$ cat config.mk
export PLATFORM = sky130hd
export DESIGN_NAME = multicycle_controller
export DESIGN_NICKNAME = d
export VERILOG_FILES = /design/src/rtl/riscv_ctrl_pkg.sv /design/src/rtl/ctrl_main_fsm.sv /design/src/rtl/multicycle_controller.sv
export SDC_FILE = /design/constraint.sdc
export NUM_CORES = 1
export LEC_CHECK = 0
export CORE_MARGIN = 1.5
export CORE_UTILIZATION = 36
export DETAILED_ROUTE_END_ITERATION = 10
export PLACE_DENSITY = 0.75
export SYNTH_ARGS = -nofsm -noshare
export SYNTH_HDL_FRONTEND = slang
export SYNTH_SLANG_ARGS = --single-unit
$ cat constraint.sdc
create_clock -name clk -period 4.2 [get_ports clk]
set_input_delay 0.84 -clock clk [delete_from_list [all_inputs] [get_ports clk]]
set_output_delay 0.84 -clock clk [all_outputs]
set_load 0.01 [all_outputs]
$ cat src/rtl/riscv_ctrl_pkg.sv
// rtl/riscv_ctrl_pkg.sv - state, opcode and mux-select encodings for the multicycle controller
package riscv_ctrl_pkg;

  typedef enum logic [3:0] {
    S_FETCH,
    S_DECODE,
    S_MEMADR,
    S_MEMREAD,
    S_MEMWB,
    S_MEMWRITE,
    S_EXECR,
    S_EXECI,
    S_JAL,
    S_ALUWB,
    S_BEQ
  } state_t;

  localparam logic [6:0] OP_LW     = 7'b0000011;
  localparam logic [6:0] OP_SW     = 7'b0100011;
  localparam logic [6:0] OP_RTYPE  = 7'b0110011;
  localparam logic [6:0] OP_IALU   = 7'b0010011;
  localparam logic [6:0] OP_JAL    = 7'b1101111;
  localparam logic [6:0] OP_BRANCH = 7'b1100011;

  localparam logic [1:0] SRCA_PC    = 2'b00;
  localparam logic [1:0] SRCA_OLDPC = 2'b01;
  localparam logic [1:0] SRCA_RS1   = 2'b10;

  localparam logic [1:0] SRCB_RS2   = 2'b00;
  localparam logic [1:0] SRCB_IMM   = 2'b01;
  localparam logic [1:0] SRCB_FOUR  = 2'b10;

  localparam logic [1:0] RES_ALUOUT = 2'b00;
  localparam logic [1:0] RES_RDATA  = 2'b01;
  localparam logic [1:0] RES_ALURES = 2'b10;

  localparam logic [1:0] ALUOP_ADD  = 2'b00;
  localparam logic [1:0] ALUOP_SUB  = 2'b01;
  localparam logic [1:0] ALUOP_FUNC = 2'b10;

endpackage

$ cat src/rtl/ctrl_main_fsm.sv
// rtl/ctrl_main_fsm.sv - state register, next-state logic and raw Moore outputs
module ctrl_main_fsm
  import riscv_ctrl_pkg::*;
(
  input  logic       clk,
  input  logic       rst,
  input  logic [6:0] op,
  input  logic       mem_ready,
  output logic       pc_update,
  output logic       branch,
  output logic       ir_write,
  output logic       adr_src,
  output logic       mem_write,
  output logic       reg_write,
  output logic [1:0] alu_src_a,
  output logic [1:0] alu_src_b,
  output logic [1:0] result_src,
  output logic [1:0] alu_op,
  output logic       mem_req,
  output logic       illegal,
  output logic       retire,
  output logic       wait_mem
);

  state_t state, state_next;

  always_ff @(posedge clk) begin
    if (rst) state <= S_FETCH;
    else     state <= state_next;
  end

  // wait_mem marks strobes that must only fire on the cycle the memory completes
  always_comb begin
    state_next = state;
    pc_update  = 1'b0;
    branch     = 1'b0;
    ir_write   = 1'b0;
    adr_src    = 1'b0;
    mem_write  = 1'b0;
    reg_write  = 1'b0;
    alu_src_a  = SRCA_PC;
    alu_src_b  = SRCB_RS2;
    result_src = RES_ALUOUT;
    alu_op     = ALUOP_ADD;
    mem_req    = 1'b0;
    illegal    = 1'b0;
    retire     = 1'b0;
    wait_mem   = 1'b0;
    case (state)
      S_FETCH: begin
        mem_req    = 1'b1;
        alu_src_b  = SRCB_FOUR;
        result_src = RES_ALURES;
        ir_write   = 1'b1;
        pc_update  = 1'b1;
        wait_mem   = 1'b1;
        if (mem_ready) state_next = S_DECODE;
      end
      S_DECODE: begin
        alu_src_a = SRCA_OLDPC;
        alu_src_b = SRCB_IMM;
        case (op)
          OP_LW, OP_SW: state_next = S_MEMADR;
          OP_RTYPE:     state_next = S_EXECR;
          OP_IALU:      state_next = S_EXECI;
          OP_JAL:       state_next = S_JAL;
          OP_BRANCH:    state_next = S_BEQ;
          default: begin
            illegal    = 1'b1;
            state_next = S_FETCH;
          end
        endcase
      end
      S_MEMADR: begin
        alu_src_a  = SRCA_RS1;
        alu_src_b  = SRCB_IMM;
        state_next = (op == OP_LW) ? S_MEMREAD : S_MEMWRITE;
      end
      S_MEMREAD: begin
        adr_src = 1'b1;
        mem_req = 1'b1;
        if (mem_ready) state_next = S_MEMWB;
      end
      S_MEMWB: begin
        result_src = RES_RDATA;
        reg_write  = 1'b1;
        retire     = 1'b1;
        state_next = S_FETCH;
      end
      S_MEMWRITE: begin
        adr_src   = 1'b1;
        mem_req   = 1'b1;
        mem_write = 1'b1;
        retire    = 1'b1;
        wait_mem  = 1'b1;
        if (mem_ready) state_next = S_FETCH;
      end
      S_EXECR: begin
        alu_src_a  = SRCA_RS1;
        alu_src_b  = SRCB_RS2;
        alu_op     = ALUOP_FUNC;
        state_next = S_ALUWB;
      end
      S_EXECI: begin
        alu_src_a  = SRCA_RS1;
        alu_src_b  = SRCB_IMM;
        alu_op     = ALUOP_FUNC;
        state_next = S_ALUWB;
      end
      S_JAL: begin
        alu_src_a  = SRCA_OLDPC;
        alu_src_b  = SRCB_FOUR;
        pc_update  = 1'b1;
        state_next = S_ALUWB;
      end
      S_ALUWB: begin
        reg_write  = 1'b1;
        retire     = 1'b1;
        state_next = S_FETCH;
      end
      S_BEQ: begin
        alu_src_a  = SRCA_RS1;
        alu_op     = ALUOP_SUB;
        branch     = 1'b1;
        retire     = 1'b1;
        state_next = S_FETCH;
      end
      default: state_next = S_FETCH;
    endcase
  end

endmodule

$ cat src/rtl/multicycle_controller.sv
// rtl/multicycle_controller.sv - multicycle RISC-V control sequencer with branch and handshake glue
module multicycle_controller
  import riscv_ctrl_pkg::*;
(
  input  logic       clk,
  input  logic       rst,
  input  logic [6:0] op,
  input  logic [2:0] funct3,
  input  logic       zero,
  input  logic       mem_ready,
  output logic       pc_write,
  output logic       ir_write,
  output logic       adr_src,
  output logic       mem_write,
  output logic       reg_write,
  output logic [1:0] alu_src_a,
  output logic [1:0] alu_src_b,
  output logic [1:0] result_src,
  output logic [1:0] alu_op,
  output logic       mem_req,
  output logic       illegal,
  output logic       retire
);

  logic       pc_update, branch, ir_write_raw, adr_src_raw, mem_write_raw, reg_write_raw;
  logic       mem_req_raw, illegal_raw, retire_raw, wait_mem;
  logic [1:0] alu_src_a_raw, alu_src_b_raw, result_src_raw, alu_op_raw;
  logic       taken, strobe_ok, run;
  logic       unused_funct3;

  ctrl_main_fsm u_fsm (
    .clk        (clk),
    .rst        (rst),
    .op         (op),
    .mem_ready  (mem_ready),
    .pc_update  (pc_update),
    .branch     (branch),
    .ir_write   (ir_write_raw),
    .adr_src    (adr_src_raw),
    .mem_write  (mem_write_raw),
    .reg_write  (reg_write_raw),
    .alu_src_a  (alu_src_a_raw),
    .alu_src_b  (alu_src_b_raw),
    .result_src (result_src_raw),
    .alu_op     (alu_op_raw),
    .mem_req    (mem_req_raw),
    .illegal    (illegal_raw),
    .retire     (retire_raw),
    .wait_mem   (wait_mem)
  );

  assign unused_funct3 = ^funct3[2:1];
  assign taken     = zero ^ funct3[0];
  assign strobe_ok = ~wait_mem | mem_ready;
  // Reset forces every output low so an aborted instruction cannot write anything
  assign run       = ~rst;

  assign pc_write   = run & ((pc_update & strobe_ok) | (branch & taken));
  assign ir_write   = run & ir_write_raw & strobe_ok;
  assign retire     = run & retire_raw & strobe_ok;
  assign adr_src    = run & adr_src_raw;
  assign mem_write  = run & mem_write_raw;
  assign reg_write  = run & reg_write_raw;
  assign mem_req    = run & mem_req_raw;
  assign illegal    = run & illegal_raw;
  assign alu_src_a  = {2{run}} & alu_src_a_raw;
  assign alu_src_b  = {2{run}} & alu_src_b_raw;
  assign result_src = {2{run}} & result_src_raw;
  assign alu_op     = {2{run}} & alu_op_raw;

endmodule

==> results of run 1 <==
## cell type report
cell class	instances	area, um2	share of cell area
multi-input cells	77	488	0.547
repair buffers	28	278	0.311
flip-flops and latches	4	80.1	0.0898
clock buffers	3	22.5	0.0252
well taps	16	20.0	0.0224
inverters	1	3.75	0.00421
## power groups by stage
stage          Sequential, mW  Clock (mW)  Combinational, mW
2_1_floorplan          0.0412           0             0.0299
3_5_place_dp           0.0446           0             0.0545
6_report               0.0442      0.0485             0.0546
3_3_place_gp           0.0446           0             0.0539
5_1_grt                0.0448      0.0515             0.0602
4_1_cts                0.0440      0.0498             0.0549
## metal layers
layer | vias to the layer above | share of wire | GRT usage
met5 | - | 0 | 0
met4 | 0 | 0 | 0.0182
met3 | 0 | 0.068 | 0.0417
met2 | 27 | 0.47 | 0.297
met1 | 308 | 0.46 | 0.214
li1 | 384 | - | -
## layout by cell type (no fill, tap or decap), types with 2 or more instances in the layout
| master | instances |
|---|---|
| nor2_1 | 9 |
| a211oi_1 | 2 |
| clkdlybuf4s50_1 | 27 |
| nor3_1 | 6 |
| o31ai_1 | 2 |
| nor4b_1 | 2 |
| and2_1 | 2 |
| nor4_1 | 3 |
| a21oi_1 | 4 |
| xnor2_1 | 2 |
| o21ai_0 | 4 |
| a22oi_1 | 3 |
| xor2_1 | 3 |
| nand2b_1 | 3 |
| nand2_1 | 5 |
| clkbuf_4 | 3 |
| dfxtp_1 | 4 |
| o21bai_1 | 2 |
| nand3_1 | 3 |
| or2_2 | 2 |
| nand3b_1 | 2 |
| or3_1 | 2 |
| nor3b_1 | 2 |
## worst max path at each step
stage	end	cells after the start	slack, ps
6_report	mem_req	5	750
5_1_grt	ir_write	5	570
4_1_cts	mem_req	5	740
3_5_place_dp	mem_req	5	760
3_3_place_gp	ir_write	5	770
2_1_floorplan	ir_write	2	1770
## metrics by stage
stage | worst slack (ps) | hold WS [ps] | power, mW | area [um2] | utilization
CTS | 744 | 763 | 0.149 | 892 | 0.579
global placement | 768 | 759 | 0.0985 | 870 | 0.564
detailed placement | 755 | 751 | 0.0991 | 870 | 0.564
floorplan | 1770 | 613 | 0.0711 | 604 | -
global route | 575 | 822 | 0.156 | 892 | 0.579
finish | 754 | 777 | 0.147 | 892 | 0.579
## worst reg2reg max path: stages, from the launching register on
cell,delay [ps]
dfxtp_1,830
nor4b_1,580
o31a_1,240
o22ai_1,80
a211oi_1,240
## cell families after synthesis
| family | share of synthesized area |
|---|---|
| XOR/XNOR | 0.0725 |
| AO/OA/AOI/OAI | 0.271 |
| flip-flops | 0.133 |
| AND/OR/NAND/NOR | 0.464 |
| buffers and inverters | 0.0600 |
==> results.json, run 1 <==
{
  "power_leakage_nw": 0.302,
  "skew_ps": 4.87,
  "grt_pass1_vias": 604,
  "clock_tree.root_cell": "clkbuf_4",
  "crit_arrival_ps": 2610,
  "finalSetupViolCount": 0,
  "drc": 0,
  "io_pins": 30,
  "critPathKind": "in2out",
  "antenna_found_initial": 0,
  "critPathMaxFanout": 11,
  "postCtsSetupRepairBufs": 0,
  "io_buffer_count": 27,
  "reg2reg_depth": 4,
  "tightest_slew_ps": 798,
  "start_util": 0.392,
  "cts_buffers": 3,
  "netlist_top_cells_count": "9 x nor2_1, 6 x nor3_1, 5 x clkbuf_1, 5 x nand2_1",
  "cp-end-kind": "output port",
  "syn-instance-count": 90,
  "drt_first_pass_iters": 6,
  "p_sw_mw": 0.0445,
  "p_int_mw": 0.103,
  "drt.antenna.violating_nets": 0,
  "synth_ff_type": "dfxtp_1",
  "gp_congestion": 0.752,
  "ys_ff_latch": 4,
  "r2r-end": "u_fsm.state[2]",
  "clk_path_buf_depth": 2,
  "drv_slew": 0,
  "rsz0062_at_grt": "false",
  "cp.required_ps": 3360,
  "reg_top3": "u_fsm.state: 4 flops",
  "power_density_nw_per_um2": 165,
  "drt_iter0_markers": 11,
  "seq_power_share": 0.300,
  "core_area_um2": 1540,
  "synth_top_area_share": 0.133,
  "synth_edf_count": 0,
  "synthArstFlopShare": 0,
  "clk_latency_ps": 240,
  "worst_path_max_delay_cell": "clkdlybuf4s50_1",
  "fp-row-count": 14,
  "hold_viol": 0,
  "slowest_delay_ps": 520,
  "largest_register_ffs": 4,
  "place_hpwl_um": 1090,
  "swShare": 0.302,
  "grt_pass1_wl_um": 2540,
  "cp-start-kind": "input port",
  "hold_end": "u_fsm.state[2]",
  "htree_levels": 1,
  "seq_area_frac_synth": 0.133,
  "path_buf_inv": 3,
  "area_delta_synth_final_pct": 47.6,
  "fin_setup_tns_ps": 0,
  "dp_cells": 126,
  "num-fill-cells": 151,
  "drt_wl_total_um": 1510,
  "cts_tree": "done",
  "cts_resized": 0,
  "yosysUniqueCellTypes": 39,
  "max_freq_ghz": 0.290,
  "min_from": "u_fsm.state[0]",
  "synth_warnings": 0,
  "diodes": 0,
  "grt_max_degree": 26,
  "via_count": 719,
  "yosysTopAreaCell": "dfxtp_1",
  "syn_area_um2": 604,
  "synth.area.top_cells": "dfxtp_1 13%, nor2_1 5.6%, nor3_1 5.0%",
  "die-height_um": 44.0,
  "min_period_ps": 3450,
  "crit_chain": "clkdlybuf4s50_1 > buf_4 > nor4_1 > or2_2 > clkdlybuf4s50_1",
  "largest_register": "u_fsm.state",
  "grt_overflow": 0,
  "cp_top_family": "buffers and inverters",
  "drv_cap": 0,
  "power_frac_comb": 0.370,
  "die_area_um2": 1930,
  "synthMostInstantiatedCell": "nor2_1",
  "fin_cells": 129,
  "clockPowerShare": 0.329,
  "fin_crit_sh": 0.820,
  "vias_per_cell": 5.57,
  "hold_path.class": "reg2reg",
  "die_w_um": 44.0,
  "outcome": "completed",
  "drive_gt1_frac": 0.0796,
  "clock_sinks": 4,
  "clkSlewWorstSetupHoldPaths_ps": 30,
  "ir_drop_v": 0.000115,
  "rrSetupSlack_ps": 2140,
  "wl_per_cell_um": 11.7,
  "slew_headroom": 0.467,
  "syn_nets": 104,
  "worstReg2RegStart": "u_fsm.state[1]",
  "cp_common_cell": "clkdlybuf4s50_1",
  "holdBufCountCts": 0,
  "crit_path_start": "rst",
  "syn_area_per_cell_um2": 6.71,
  "hold_depth": 2,
  "num-nets-final": 129,
  "grt_util_all_layers": 0.169
}
Power figures use the tool's default switching activity.
==> inputs of run 2 (changes only) <==
--- a/config.mk
+++ b/config.mk
@@ -6,9 +6,9 @@
 export NUM_CORES = 1
 export LEC_CHECK = 0
 export CORE_MARGIN = 1.5
-export CORE_UTILIZATION = 36
+export CORE_UTILIZATION = 35
 export DETAILED_ROUTE_END_ITERATION = 10
-export PLACE_DENSITY = 0.75
+export PLACE_DENSITY = 0.76
 export SYNTH_ARGS = -nofsm -noshare
 export SYNTH_HDL_FRONTEND = slang
 export SYNTH_SLANG_ARGS = --single-unit
==> constraint.sdc (replaced) <==
create_clock -name clk -period 3 [get_ports clk]
set_input_delay 0.6 -clock clk [delete_from_list [all_inputs] [get_ports clk]]
set_output_delay 0.6 -clock clk [all_outputs]
set_load 0.01 [all_outputs]
==> run 2 against run 1 <==
The run now ends with DRC left. First-iteration DRC count down 9.1%. Combinational power up 54%. Count of clock-buffer cells in the layout unchanged. Setup slack worse by 570 ps. Hold slack worse by 85 ps. Clock skew down 3.8 ps. Total power up 43%. Critical path type unchanged.
==> results.json, run 2 (same netlist as run 1, synthesis figures left out) <==
{
  "fin_setup_tns_ps": 0,
  "num-nets-final": 135,
  "start_util": 0.388,
  "worst_path_max_delay_cell": "clkdlybuf4s50_1",
  "dpl_cell_area_um2": 915,
  "io_buffer_count": 27,
  "die_area_um2": 1990,
  "fin_crit_sh": 0.937,
  "vias_per_cell": 5.77,
  "holdBufCountCts": 0,
  "clockPowerShare": 0.318,
  "outcome": "complete, but fails checks",
  "ir_drop_v": 0.000276,
  "power_frac_comb": 0.399,
  "grt_pass1_vias": 671,
  "violations": "DRC",
  "layout_commonest_cell": "clkdlybuf4s50_1",
  "swShare": 0.298,
  "clkSlewWorstSetupHoldPaths_ps": 40,
  "grt_util_all_layers": 0.185,
  "most-common-layout-cells": "27 x clkdlybuf4s50_1, 9 x nor2_1, 7 x buf_4, 6 x nor3_1, 5 x nand2_1",
  "min_from": "u_fsm.state[1]",
  "power_leakage_nw": 0.332,
  "antenna_found_initial": 0,
  "skew_ps": 1.02,
  "p_int_mw": 0.148,
  "cts_resized": 0,
  "drt.antenna.violating_nets": 0,
  "min_period_ps": 2810,
  "via_count": 779,
  "wl_per_cell_um": 12.3,
  "drv_slew": 0,
  "worstReg2RegStart": "u_fsm.state[0]",
  "finalSetupViolCount": 0,
  "rrSetupSlack_ps": 1210,
  "grt_pass1_wl_um": 2840,
  "area_delta_synth_final_pct": 55.1,
  "drc": 2,
  "cp-start-kind": "input port",
  "seq_power_share": 0.283,
  "die-height_um": 44.6,
  "postCtsSetupRepairBufs": 0,
  "drt_wl_total_um": 1660,
  "final_area_um2": 937,
  "crit_chain": "clkdlybuf4s50_1 > or3_1 > o21ai_0 > a211oi_1 > clkdlybuf4s50_1",
  "slowest_delay_ps": 570,
  "diodes": 0,
  "grt_overflow": 0,
  "rsz0062_at_grt": "false",
  "hold_path.class": "reg2reg",
  "max_freq_ghz": 0.356,
  "reg_top3": "u_fsm.state: 4 flops",
  "hold_depth": 4,
  "clock_sinks": 4,
  "slew_headroom": 0.586,
  "core_area_um2": 1560,
  "largest_register_ffs": 4,
  "hold_end": "u_fsm.state[0]",
  "drv_cap": 0,
  "crit_arrival_ps": 2210,
  "grt_max_degree": 25,
  "gp_congestion": 0.753,
  "cp.required_ps": 2400,
  "cp-end-kind": "output port",
  "cp_common_cell": "clkdlybuf4s50_1",
  "drive_gt1_frac": 0.126,
  "largest_register": "u_fsm.state",
  "clk_path_buf_depth": 2,
  "fp-row-count": 14,
  "clk_latency_ps": 230,
  "total_power_mw": 0.211,
  "r2r-end": "u_fsm.state[1]",
  "drt_iter0_markers": 10,
  "p_sw_mw": 0.0629,
  "place_hpwl_um": 1250,
  "htree_levels": 1,
  "hold_viol": 0,
  "reg2reg_depth": 5,
  "clock_tree.root_cell": "clkbuf_4",
  "power_density_nw_per_um2": 225,
  "cts_buffers": 3,
  "critPathMaxFanout": 4,
  "finish.utilization": 0.601,
  "cts_tree": "done",
  "critPathKind": "in2out",
  "die_w_um": 44.6,
  "io_pins": 30,
  "drt_first_pass_iters": 7,
  "tightest_slew_ps": 620
}
run 2: stage by stage:
stage,std cells,setup WS [ps],hold WS (ps)
after detailed placement,132,178,700
after CTS,135,178,693
after global routing,135,82.4,725
final,135,188,693
after floorplan,90,908,613
after global placement,132,188,686
run 2: worst max-delay path, delay by kind of cell:
family | cells | cell delay [ps]
buffers and inverters | 2 | 1070
AND/OR/NAND/NOR | 1 | 190
AO/OA/AOI/OAI | 2 | 350
run 2: metal layers:
layer	vias up	track usage	wire length, um
li1	396	-	-
met1	358	0.260	795
met2	25	0.290	785
met3	0	0.0490	82
met4	0	0.0182	0
met5	-	0	0
run 2: final cells by class:
class	instances	area, um2
Fill cell	166	622
Multi-Input combinational cell	77	488
Timing Repair Buffer	34	323
Sequential cell	4	80.1
Clock buffer	3	22.5
Tap cell	16	20.0
Inverter	1	3.75
run 2: how the worst max path moves through the flow:
stage,from,end,slack [ps],cells after the start
after detailed placement,rst,mem_req,180,4
after floorplan,u_fsm.state[2],ir_write,910,4
after global routing,op[3],illegal,80,5
final,op[3],illegal,190,5
after CTS,rst,mem_req,180,4
after global placement,op[3],illegal,190,5
run 2: power groups by stage:
stage	Sequential (mW)	Combinational, mW	Clock [mW]
global route	0.0601	0.0920	0.0761
floorplan	0.0576	0.0419	0
detailed placement	0.0604	0.0843	0
global placement	0.0605	0.0830	0
CTS	0.0595	0.0847	0.0709
finish	0.0597	0.0843	0.0670
